### config.mk
export PLATFORM = sky130hd
export DESIGN_NAME = bcd_subtractor_seq
export DESIGN_NICKNAME = d
export VERILOG_FILES = /design/src/rtl/bcd_subtractor_seq.sv
export SDC_FILE = /design/constraint.sdc
export NUM_CORES = 1
export LEC_CHECK = 0
export CORE_AREA = 2 2 74 76
export CTS_CLUSTER_DIAMETER = 150
export CTS_CLUSTER_SIZE = 8
export DETAILED_ROUTE_END_ITERATION = 12
export DIE_AREA = 0 0 76 78
export PLACE_DENSITY = 0.88
export SYNTH_ARGS = -nofsm -noshare
export SYNTH_HDL_FRONTEND = slang
export SYNTH_SLANG_ARGS = --single-unit
### constraint.sdc
create_clock -name clk -period 8.32 [get_ports clk]
set_clock_uncertainty 0.2 [all_clocks]
set_input_delay 2.496 -clock clk [delete_from_list [all_inputs] [get_ports clk]]
set_output_delay 2.496 -clock clk [all_outputs]
set_load 0.1 [all_outputs]
### src/rtl/bcd_subtractor_seq.sv
// Digit-serial BCD subtractor: diff = |a - b| in packed BCD, neg = (a < b), LSD first.
// Latency: DIGITS cycles accept->done (a >= b), 2*DIGITS (a < b), 1 with invalid digits under check.
// Backpressure: start is honoured only in IDLE; start while busy or during done is ignored.
//
// Ports: clk, rst (sync, active-high); start request; a/b packed BCD operands (digit 0 = [3:0]);
//        busy (operation in flight), done (1-cycle result strobe), diff/neg/err held until next accept.
// Optional build macro BCD_SUB_CHECK_EN: flags operand digits > 9 at capture (err=1, immediate done).
//   Without it err is tied low and invalid digits just flow through the arithmetic.
module bcd_subtractor_seq #(
   parameter int DIGITS = 4
) (
   input  logic                clk,
   input  logic                rst,
   input  logic                start,
   input  logic [4*DIGITS-1:0] a,
   input  logic [4*DIGITS-1:0] b,
   output logic                busy,
   output logic                done,
   output logic [4*DIGITS-1:0] diff,
   output logic                neg,
   output logic                err
);

   localparam int         W    = 4 * DIGITS;
   localparam logic [3:0] LAST = 4'(DIGITS - 1);

   typedef enum logic [1:0] {IDLE, SUB, FIX, DONE} state_t;

   state_t       state, state_nx;
   logic [W-1:0] ar, br;        // captured operands, shifted right one digit per SUB cycle
   logic         borrow;
   logic [3:0]   idx;
   logic         last;
   logic         bad;
   logic [3:0]   dx, dy, dres;
   logic [4:0]   t;
   logic         bo;
   logic [W+3:0] diff_cat;
   logic [W-1:0] diff_sh;

`ifdef BCD_SUB_CHECK_EN
   function automatic logic has_bad_digit(input logic [W-1:0] x);
      logic r;
      r = 1'b0;
      for (int i = 0; i < DIGITS; i++)
         if (x[4*i +: 4] > 4'd9) r = 1'b1;
      return r;
   endfunction
   assign bad = has_bad_digit(a) | has_bad_digit(b);
`else
   assign bad = 1'b0;
`endif

   // One digit of subtraction. In FIX the minuend is 0 and the subtrahend is the
   // stored result digit, which ten's-complements the result as it rotates through.
   always_comb begin
      dx   = (state == FIX) ? 4'd0 : ar[3:0];
      dy   = (state == FIX) ? diff[3:0] : br[3:0];
      t    = {1'b0, dx} - {1'b0, dy} - {4'd0, borrow};
      bo   = t[4];
      dres = bo ? (t[3:0] + 4'd10) : t[3:0];
      last = (idx == LAST);
      // Result digits enter at the top and shift down; after DIGITS steps they sit in place.
      diff_cat = {dres, diff};
      diff_sh  = diff_cat[W+3:4];
   end

   always_ff @(posedge clk) begin
      if (rst) state <= IDLE;
      else     state <= state_nx;
   end

   always_comb begin
      state_nx = state;
      case (state)
         IDLE: if (start) state_nx = bad ? DONE : SUB;
         SUB:  if (last)  state_nx = bo ? FIX : DONE;
         FIX:  if (last)  state_nx = DONE;
         DONE: state_nx = IDLE;
         default: state_nx = IDLE;
      endcase
   end

   assign busy = (state == SUB) || (state == FIX);
   assign done = (state == DONE);

   always_ff @(posedge clk) begin
      if (rst) begin
         ar     <= '0;
         br     <= '0;
         diff   <= '0;
         neg    <= 1'b0;
         borrow <= 1'b0;
         idx    <= 4'd0;
      end else begin
         case (state)
            IDLE: begin
               if (start) begin
                  ar     <= a;
                  br     <= b;
                  diff   <= '0;
                  neg    <= 1'b0;
                  borrow <= 1'b0;
                  idx    <= 4'd0;
               end
            end
            SUB: begin
               ar     <= ar >> 4;
               br     <= br >> 4;
               diff   <= diff_sh;
               borrow <= bo;
               idx    <= idx + 4'd1;
               if (last) begin
                  // FIX pass starts from a clean borrow.
                  borrow <= 1'b0;
                  idx    <= 4'd0;
               end
            end
            FIX: begin
               diff   <= diff_sh;
               borrow <= bo;
               idx    <= idx + 4'd1;
               if (last) begin
                  neg    <= 1'b1;
                  borrow <= 1'b0;
                  idx    <= 4'd0;
               end
            end
            default: ;
         endcase
      end
   end

`ifdef BCD_SUB_CHECK_EN
   always_ff @(posedge clk) begin
      if (rst)                         err <= 1'b0;
      else if (state == IDLE && start) err <= bad;
   end
`else
   assign err = 1'b0;
`endif

endmodule
# Yosys cells after proc, flatten, opt, wreduce, memory -nomap -nowiden
# Cells that the tools add are included.
dict set report word_totals {
  reg_bits 56
  in_bits 35
  output_inout_bits 20
  wordCells 50
}
dict set report classes {
  add_sub_neg 4
  eq_ne 7
  mux 22
  n_reduce_logical 10
}
# op n
set ops {}
lappend ops {{case mux 16 bit (2 select lines)} 3}
lappend ops {{two-way mux 16 bit} 3}
lappend ops {{two-way mux 4 bit} 5}
lappend ops {{case mux 2 bit (4 select lines)} 1}
lappend ops {{case mux 4 bit (2 select lines)} 1}
lappend ops {{two-way mux 2 bit} 3}
lappend ops {{!= test 2 bit, second input constant} 3}
lappend ops {{AND reduction 3 bit} 2}
lappend ops {{nonzero test 2 bit} 3}
lappend ops {{subtractor 4 x 4 -> 5 bit} 1}
lappend ops {{subtractor 5 x 1 -> 5 bit} 1}
lappend ops {{adder 4 x 1 -> 4 bit, second input constant} 1}
lappend ops {{adder 4 bit, second input constant} 1}
lappend ops {{== test 2 bit, second input constant} 2}
lappend ops {{== test 4 x 2 -> 1 bit, second input constant} 1}
lappend ops {{two-way mux 1 bit} 4}
lappend ops {{case mux 1 bit (2 select lines)} 2}
lappend ops {{AND reduction 2 bit} 2}
lappend ops {{== test 2 x 1 -> 1 bit, second input constant} 1}
lappend ops {{zero test 2 bit} 1}
lappend ops {{OR reduction 2 bit} 1}
lappend ops {{logical OR 1 bit} 1}

# Depth between registers and ports, before layout
# Gate-level depths: netlist of run 1.
dict set report logic_depth {
  depth_word 7
  ltp_mapped 14
  mapped_depth_nobuf 13
}

# Worst setup path after synthesis of run 1
# No wires, ideal clock.
dict set report synth_timing {
  path_kind {register -> output}
  startpoint {register state[0]}
  endpoint {output busy}
  arrival_time_ns 1.350
  required_time_ns 5.624
  setup_slack_ns 4.274
  path_stages_with_launch 3
  path_buffers 0
  path_cell_list {dfxtp_1 -> inv_1 -> ha_1}
}
dict set report synth_between {
  elab_chain_cells 2
  elab_cells_between_ends 3
  cone_classes {eq/ne: 2; reduce/logical: 1}
}
# item line
set synth_lines {}
lappend synth_lines {{start: declaration} 29} ;# state_t state, state_nx;
lappend synth_lines {{start signal: assignment} 70} ;# else state <= state_nx;
lappend synth_lines {{== test 2 x 1 -> 1 bit or == test 2 bit (tied branches)} 84} ;# assign busy = (state == SUB) || (state == FIX);
lappend synth_lines {{logical OR 1 bit *} 84}
lappend synth_lines {{end: declaration} 17} ;# output logic busy,
# Mark *: on every way between the ends. The rest lies on a longest branch, timed or not.

# Worst setup path after layout of run 1
# Same ends and word-level chain as after synthesis.

==> results of run 1 <==
==> power by group <==
part           total (W)  switching [W]  internal (W)
registers       0.000393      0.0000460      0.000347
logic           0.000785       0.000466      0.000319
clock network   0.000144      0.0000848     0.0000591
==> worst reg2reg max path, cell delays in order (launching register included) <==
cell and delay [ns]:
dfxtp_1 0.37, inv_1 0.11, ha_1 0.39, mux2_2 0.40
fa_1 0.38, inv_1 0.10, fa_1 0.46, ha_1 0.34
nor2b_1 0.14, a31oi_1 0.05, o22a_2 0.21, or3_1 0.31
a21oi_1 0.12
==> worst max path at each step <==
| stage | endpoint | slack (ns) | depth (start not counted) | startpoint |
|---|---|---|---|---|
| after detailed placement | busy | 3.60 | 3 | state[0]$_SDFFE_PP0P_ |
| after CTS | busy | 3.24 | 3 | state[0]$_SDFFE_PP0P_ |
| final | busy | 3.24 | 3 | state[0]$_SDFFE_PP0P_ |
| after global placement | busy | 3.66 | 3 | state[0]$_SDFFE_PP0P_ |
| after global routing | busy | 3.14 | 3 | state[0]$_SDFFE_PP0P_ |
| after floorplan | busy | 4.27 | 2 | state[0]$_SDFFE_PP0P_ |
==> state kept, by name, summed over array words and instances, names as in the netlist <==
signal,flops
idx,4
state,2
br,16
neg,1
borrow,1
diff,16
ar,16
==> cells in the final DEF (no fill, tap or decap), types with 2 or more instances in the layout <==
cell / n
clkdlybuf4s50_1: 52
a21oi_1: 11
o22a_2: 2
nor2b_1: 2
clkbuf_8: 5
fa_1: 2
or3_1: 2
mux2i_1: 27
xor2_1: 3
ha_1: 10
nand2_1: 5
inv_1: 8
mux2_2: 3
o22ai_1: 2
dfxtp_1: 56
nor3b_1: 2
nand2b_1: 5
a211oi_1: 25
buf_4: 3
nand3_1: 3
o21ai_0: 3
a22oi_1: 21
nor2_1: 54
nor3_1: 2
==> Yosys cell counts, drive strengths merged, types with 2 or more instances <==
library cell   n
a211oi        25
a21oi         12
a22oi         21
buf           13
clkbuf         8
dfxtp         56
fa             2
ha            10
inv            8
mux2           3
mux2i         27
nand2          5
nand2b         6
nand3          3
nor2          54
nor2b          2
nor3           2
nor3b          2
o21ai          4
o22a           2
o22ai          2
or3            2
xor2           3
==> area by class of cell <==
class / instances / area, µm² / area share [%]
Multi-Input combinational cell: 198 / 1390 / 42.7
Sequential cell: 56 / 1120 / 34.4
Timing Repair Buffer: 56 / 548 / 16.8
Tap cell: 70 / 87.6 / 2.69
Clock buffer: 6 / 72.6 / 2.23
Inverter: 8 / 30.0 / 0.922
Clock inverter: 1 / 8.76 / 0.269
==> metal layers <==
layer / track usage (%) / up-vias
met2: 32.9 / 53
met1: 22.3 / 1002
li1: - / 1093
met4: 5.45 / 0
met3: 5.70 / 5
met5: 0 / -
==> metrics by stage <==
| stage | total power (W) | util (%) |
|---|---|---|
| finish | 0.00132 | 64.6 |
| global route | 0.00143 | 64.6 |
| CTS | 0.00132 | 64.6 |
| detailed placement | 0.00117 | 63.0 |
| global placement | 0.00114 | 63.0 |
| floorplan | 0.00104 | - |
==> cell families after synthesis <==
group	Yosys count
AOI/OAI and AO/OA	73
xor gates and xnor gates	4
adders and majority gates	12
buffers and inverters	29
DFF	56
muxes	30
other	1
and+or+nand+nor	78
==> impl_metrics.env, run 1 <==
export IMPL_status="completed"
export IMPL_ir_drop_v=0.000186
export IMPL_whs_endpoint="idx[3]$_SDFFE_PP0P_"
export IMPL_synth_compound_area_share_pct=20.1
export IMPL_reg2reg_to="diff[14]$_SDFFE_PP0P_"
export IMPL_path_clk_slew_ns=0.09
export IMPL_synth_mux_area_share_pct=11.5
export IMPL_hold_buffers=0
export IMPL_die_h_um=78
export IMPL_vias_per_cell=5.45
export IMPL_wl_met1_um=2390
export IMPL_fillers=445
export IMPL_post_synth_top_area_fraction_pct=42.4
export IMPL_grt_max_degree=55
export IMPL_cts_root_buffer="clkbuf_8"
export IMPL_synth_warnings=0
export IMPL_crit_type="reg -> out"
export IMPL_core_area_um2=5040
export IMPL_synth_xor_area_share_pct=1.61
export IMPL_setup_ws_ns=3.24
export IMPL_power_leakage_nw=1.22
export IMPL_clk_latency_ns=0.31
export IMPL_preCtsSetupSlack_ns=3.60
export IMPL_num_io_pins=55
export IMPL_antenna_found_initial=0
export IMPL_final_area_um2=3260
export IMPL_dp_cells=388
export IMPL_synth_ff_latch_count=56
export IMPL_grtUsageTotal_pct=18.8
export IMPL_synth_fp_nets=330
export IMPL_min_path_cells=2
export IMPL_cp_required_ns=5.62
export IMPL_numCtsBuffers=5
export IMPL_start_util_pct=52.4
export IMPL_h_tree_depth=2
export IMPL_synthCells=283
export IMPL_synth_edf_count=0
export IMPL_fin_crit_ns=5.08
export IMPL_area_delta_synth_final_pct=23.4
export IMPL_fin_crit_sh_pct=61.1
export IMPL_finalHoldViolCount=0
export IMPL_path_cells="inv_1 > ha_1 > clkdlybuf4s50_1"
export IMPL_max_freq_mhz=197
export IMPL_critPathTopFamily="buffers and inverters"
export IMPL_synth_top_family_by_area="compound AO/OA/AOI/OAI gates"
export IMPL_syn_cell_area_um2=2640
export IMPL_reg2reg_setup_slack_ns=4.65
export IMPL_critPathLaunchType="flop"
export IMPL_syn_area_per_cell_um2=9.33
export IMPL_r2r_cells=12
export IMPL_cts_setup_buffers=0
export IMPL_top_layer="met4"
export IMPL_crit_fanout=6
export IMPL_routed_wl_um=5310
export IMPL_powerDensity_nw_per_um2=406
export IMPL_synth_cell_types=38
export IMPL_worst_pin_slew_ns=0.983
export IMPL_ctsResizeCount=0
export IMPL_setup_viol=0
export IMPL_placed_cell_area_um2=3180
export IMPL_die_area_um2=5930
export IMPL_hp_start="idx[3]$_SDFFE_PP0P_"
export IMPL_crit_buf_inv=2
export IMPL_rows=26
export IMPL_drt_first_pass_iters=4
export IMPL_async_reset_ff_share_pct=0
export IMPL_grt_ovfl_total=0
export IMPL_num_antenna_cells=0
export IMPL_wl_met3_um=302
export IMPL_yosysTopAreaCell="dfxtp_1"
export IMPL_drc=0
export IMPL_endpoint_kind="output pin"
export IMPL_wl_met2_um=2560
export IMPL_vias=2153
export IMPL_cts_tree="done"
export IMPL_drv_slew=0
export IMPL_synth_fa_ha_area_share_pct=6.25
export IMPL_cts_buffer_depth=2
export IMPL_rsz0062_at_grt="false"
export IMPL_fin_cells=395
export IMPL_fin_nets=372
export IMPL_max_cap_violations=0
export IMPL_wl_per_cell_um=13.4
export IMPL_slew_limit_headroom_pct=34.3
export IMPL_whs_ns=0.290
export IMPL_numPortBuffers=53
export IMPL_ys_top_cells_by_area="dfxtp_1 42%, mux2i_1 10%, nor2_1 7.7%, a211oi_1 7.1%, a22oi_1 6.0%"
export IMPL_gp_congestion=0.786
export IMPL_critPathArrivalTime_ns=2.39
export IMPL_yosysSeqAreaShare_pct=42.4
export IMPL_synthFlopType="dfxtp_1"
export IMPL_yosys_area_share_simple_pct=13.0
export IMPL_tns_ns=0
export IMPL_min_path_type="reg -> reg"
export IMPL_clock_sinks=56
export IMPL_ant_nets=0
export IMPL_grt_pass1_wl_um=9110
export IMPL_final_layout_size_suffix_gt1_share_pct=5.85
export IMPL_drt_iter0_markers=99
export IMPL_rr_startpoint="state[0]$_SDFFE_PP0P_"
export IMPL_grt_pass1_vias=2052
export IMPL_place_hpwl_um=3850
export IMPL_die_x_um=76
export IMPL_cpPeakStageDelay_ns=1.16
export IMPL_cp_slowest_cell="clkdlybuf4s50_1"
Power figures use the tool's default switching activity.
==> run 2, diff against run 1 <==
Settings changed: CORE_AREA 2 2 74 76 to 2 2 79 81, DIE_AREA 0 0 76 78 to 0 0 81 83, PLACE_DENSITY 0.88 to 0.82.
Clock period 8.32 ns to 4.5 ns, I/O delays scaled along.
==> run 2 against run 1 <==
Cell area increased by 1.7%. Global-route usage decreased by 1.7 points. Final cell count increased by 1.5%. Non-clock buffer count increased by 1. Register-to-register slack got worse by 3.8 ns. Sequential cell count unchanged. Largest power group unchanged.
==> impl_metrics.env, run 2 (same netlist as run 1, synthesis figures left out) <==
export IMPL_die_h_um=83
export IMPL_fin_crit_sh_pct=81.4
export IMPL_numPortBuffers=53
export IMPL_crit_fanout=10
export IMPL_drc=0
export IMPL_vias_per_cell=5.34
export IMPL_cp_required_ns=4.54
export IMPL_gp_congestion=0.864
export IMPL_vias=2140
export IMPL_critPathLaunchType="flop"
export IMPL_hold_buffers=0
export IMPL_rows=28
export IMPL_numCtsBuffers=5
export IMPL_cts_setup_buffers=0
export IMPL_grt_pass1_wl_um=9360
export IMPL_drt_first_pass_iters=4
export IMPL_drv_slew=0
export IMPL_ant_nets=0
export IMPL_rsz0062_at_grt="false"
export IMPL_status="completed"
export IMPL_slew_limit_headroom_pct=35.0
export IMPL_mostFrequentLayoutCell="dfxtp_1"
export IMPL_dp_cells=394
export IMPL_place_hpwl_um=3960
export IMPL_multi_input_area_um2=1390
export IMPL_setup_viol=0
export IMPL_final_cell_mix="56 x dfxtp_1, 54 x nor2_1, 50 x clkdlybuf4s50_1"
export IMPL_grtUsageTotal_pct=17.1
export IMPL_total_power_w=0.00257
export IMPL_path_clk_slew_ns=0.10
export IMPL_grt_pass1_vias=2149
export IMPL_ir_drop_v=0.000415
export IMPL_fin_cells=401
export IMPL_clock_sinks=56
export IMPL_tns_ns=0
export IMPL_worst_pin_slew_ns=0.972
export IMPL_area_delta_synth_final_pct=25.5
export IMPL_routed_wl_um=5530
export IMPL_wl_per_cell_um=13.8
export IMPL_critPathArrivalTime_ns=3.70
export IMPL_die_area_um2=6720
export IMPL_cts_buffer_depth=2
export IMPL_grt_ovfl_total=0
export IMPL_cts_root_buffer="clkbuf_8"
export IMPL_num_antenna_cells=0
export IMPL_fillers=566
export IMPL_fin_crit_ns=3.66
export IMPL_die_x_um=81
export IMPL_h_tree_depth=2
export IMPL_top_regs="ar: 16 flops, br: 16 flops, diff: 16 flops"
export IMPL_endpoint_kind="flop"
export IMPL_antenna_found_initial=0
export IMPL_finalHoldViolCount=0
export IMPL_max_cap_violations=0
export IMPL_cts_tree="done"
export IMPL_clk_latency_ns=0.31
export IMPL_final_layout_size_suffix_gt1_share_pct=7.06
export IMPL_seqCellArea_um2=1120
export IMPL_core_area_um2=5820
export IMPL_crit_type="reg -> reg"
export IMPL_fin_nets=373
export IMPL_max_freq_mhz=273
export IMPL_ctsResizeCount=0
export IMPL_grt_max_degree=54
export IMPL_power_leakage_nw=1.25
export IMPL_start_util_pct=45.4
export IMPL_num_io_pins=55
export IMPL_drt_iter0_markers=91
export IMPL_powerDensity_nw_per_um2=776
export IMPL_min_path_type="reg -> reg"
run 2: cell count changes in the layout (fill, tap and decap cells not counted), sizes merged:
| cell | delta |
|---|---|
| buf | +3 |
| bufinv | +2 |
| clkbuf | -1 |
| clkdlybuf4s50 | -2 |
| inv | -1 |
run 2: cell type report:
class | instances | share of cell area (%)
repair buffers | 57 | 16.6
well taps | 75 | 2.83
clock buffers | 5 | 2.08
flip-flops and latches | 56 | 33.8
clock inverters | 2 | 1.81
inverters | 8 | 0.906
multi-input cells | 198 | 41.9
run 2: path summary, 6_finish.rpt:
check	end	from	cells past startpoint	slack [ns]
hold reg to reg	idx[3]$_SDFFE_PP0P_	idx[3]$_SDFFE_PP0P_	2	0.30
setup reg to reg	diff[14]$_SDFFE_PP0P_	state[0]$_SDFFE_PP0P_	12	0.84
hold / removal	idx[3]$_SDFFE_PP0P_	idx[3]$_SDFFE_PP0P_	2	0.30
setup / recovery	diff[14]$_SDFFE_PP0P_	state[0]$_SDFFE_PP0P_	12	0.84
run 2: power by group:
group | leakage (nW) | internal (W) | switching (W)
clock | 0.0642 | 0.000219 | 0.000159
sequential | 0.459 | 0.000642 | 0.0000855
combinational | 0.724 | 0.000589 | 0.000876
total | 1.25 | 0.00145 | 0.00112
run 2: through the flow:
| stage | hold slack (ns) | utilization (%) | area [µm²] | setup slack, ns |
|---|---|---|---|---|
| floorplan | 0.249 | - | 2640 | 1.07 |
| global placement | 0.266 | 54.8 | 3190 | 1.03 |
| detailed placement | 0.281 | 54.8 | 3190 | 0.911 |
| CTS | 0.303 | 57.0 | 3310 | 0.815 |
| global route | 0.321 | 57.0 | 3310 | 0.603 |
| finish | 0.302 | 57.0 | 3310 | 0.836 |
run 2: worst max-delay path: stages, from the launching register on:
cell and delay [ns]:
dfxtp_1 0.36, inv_1 0.11, ha_1 0.38, mux2_2 0.40, fa_1 0.39, inv_1 0.10, fa_1 0.46, ha_1 0.33
nor2b_1 0.13, a31oi_1 0.06, o22a_2 0.22, or3_1 0.30, a21oi_1 0.15
run 2: layer usage:
metal  routed length (µm)  vias up  track usage [%]
met3                  337       10             4.67
met5                    0        -                0
met4                   70        0             4.47
li1                     -     1092                -
met1                 2430      977             21.2
met2                 2690       61             28.8
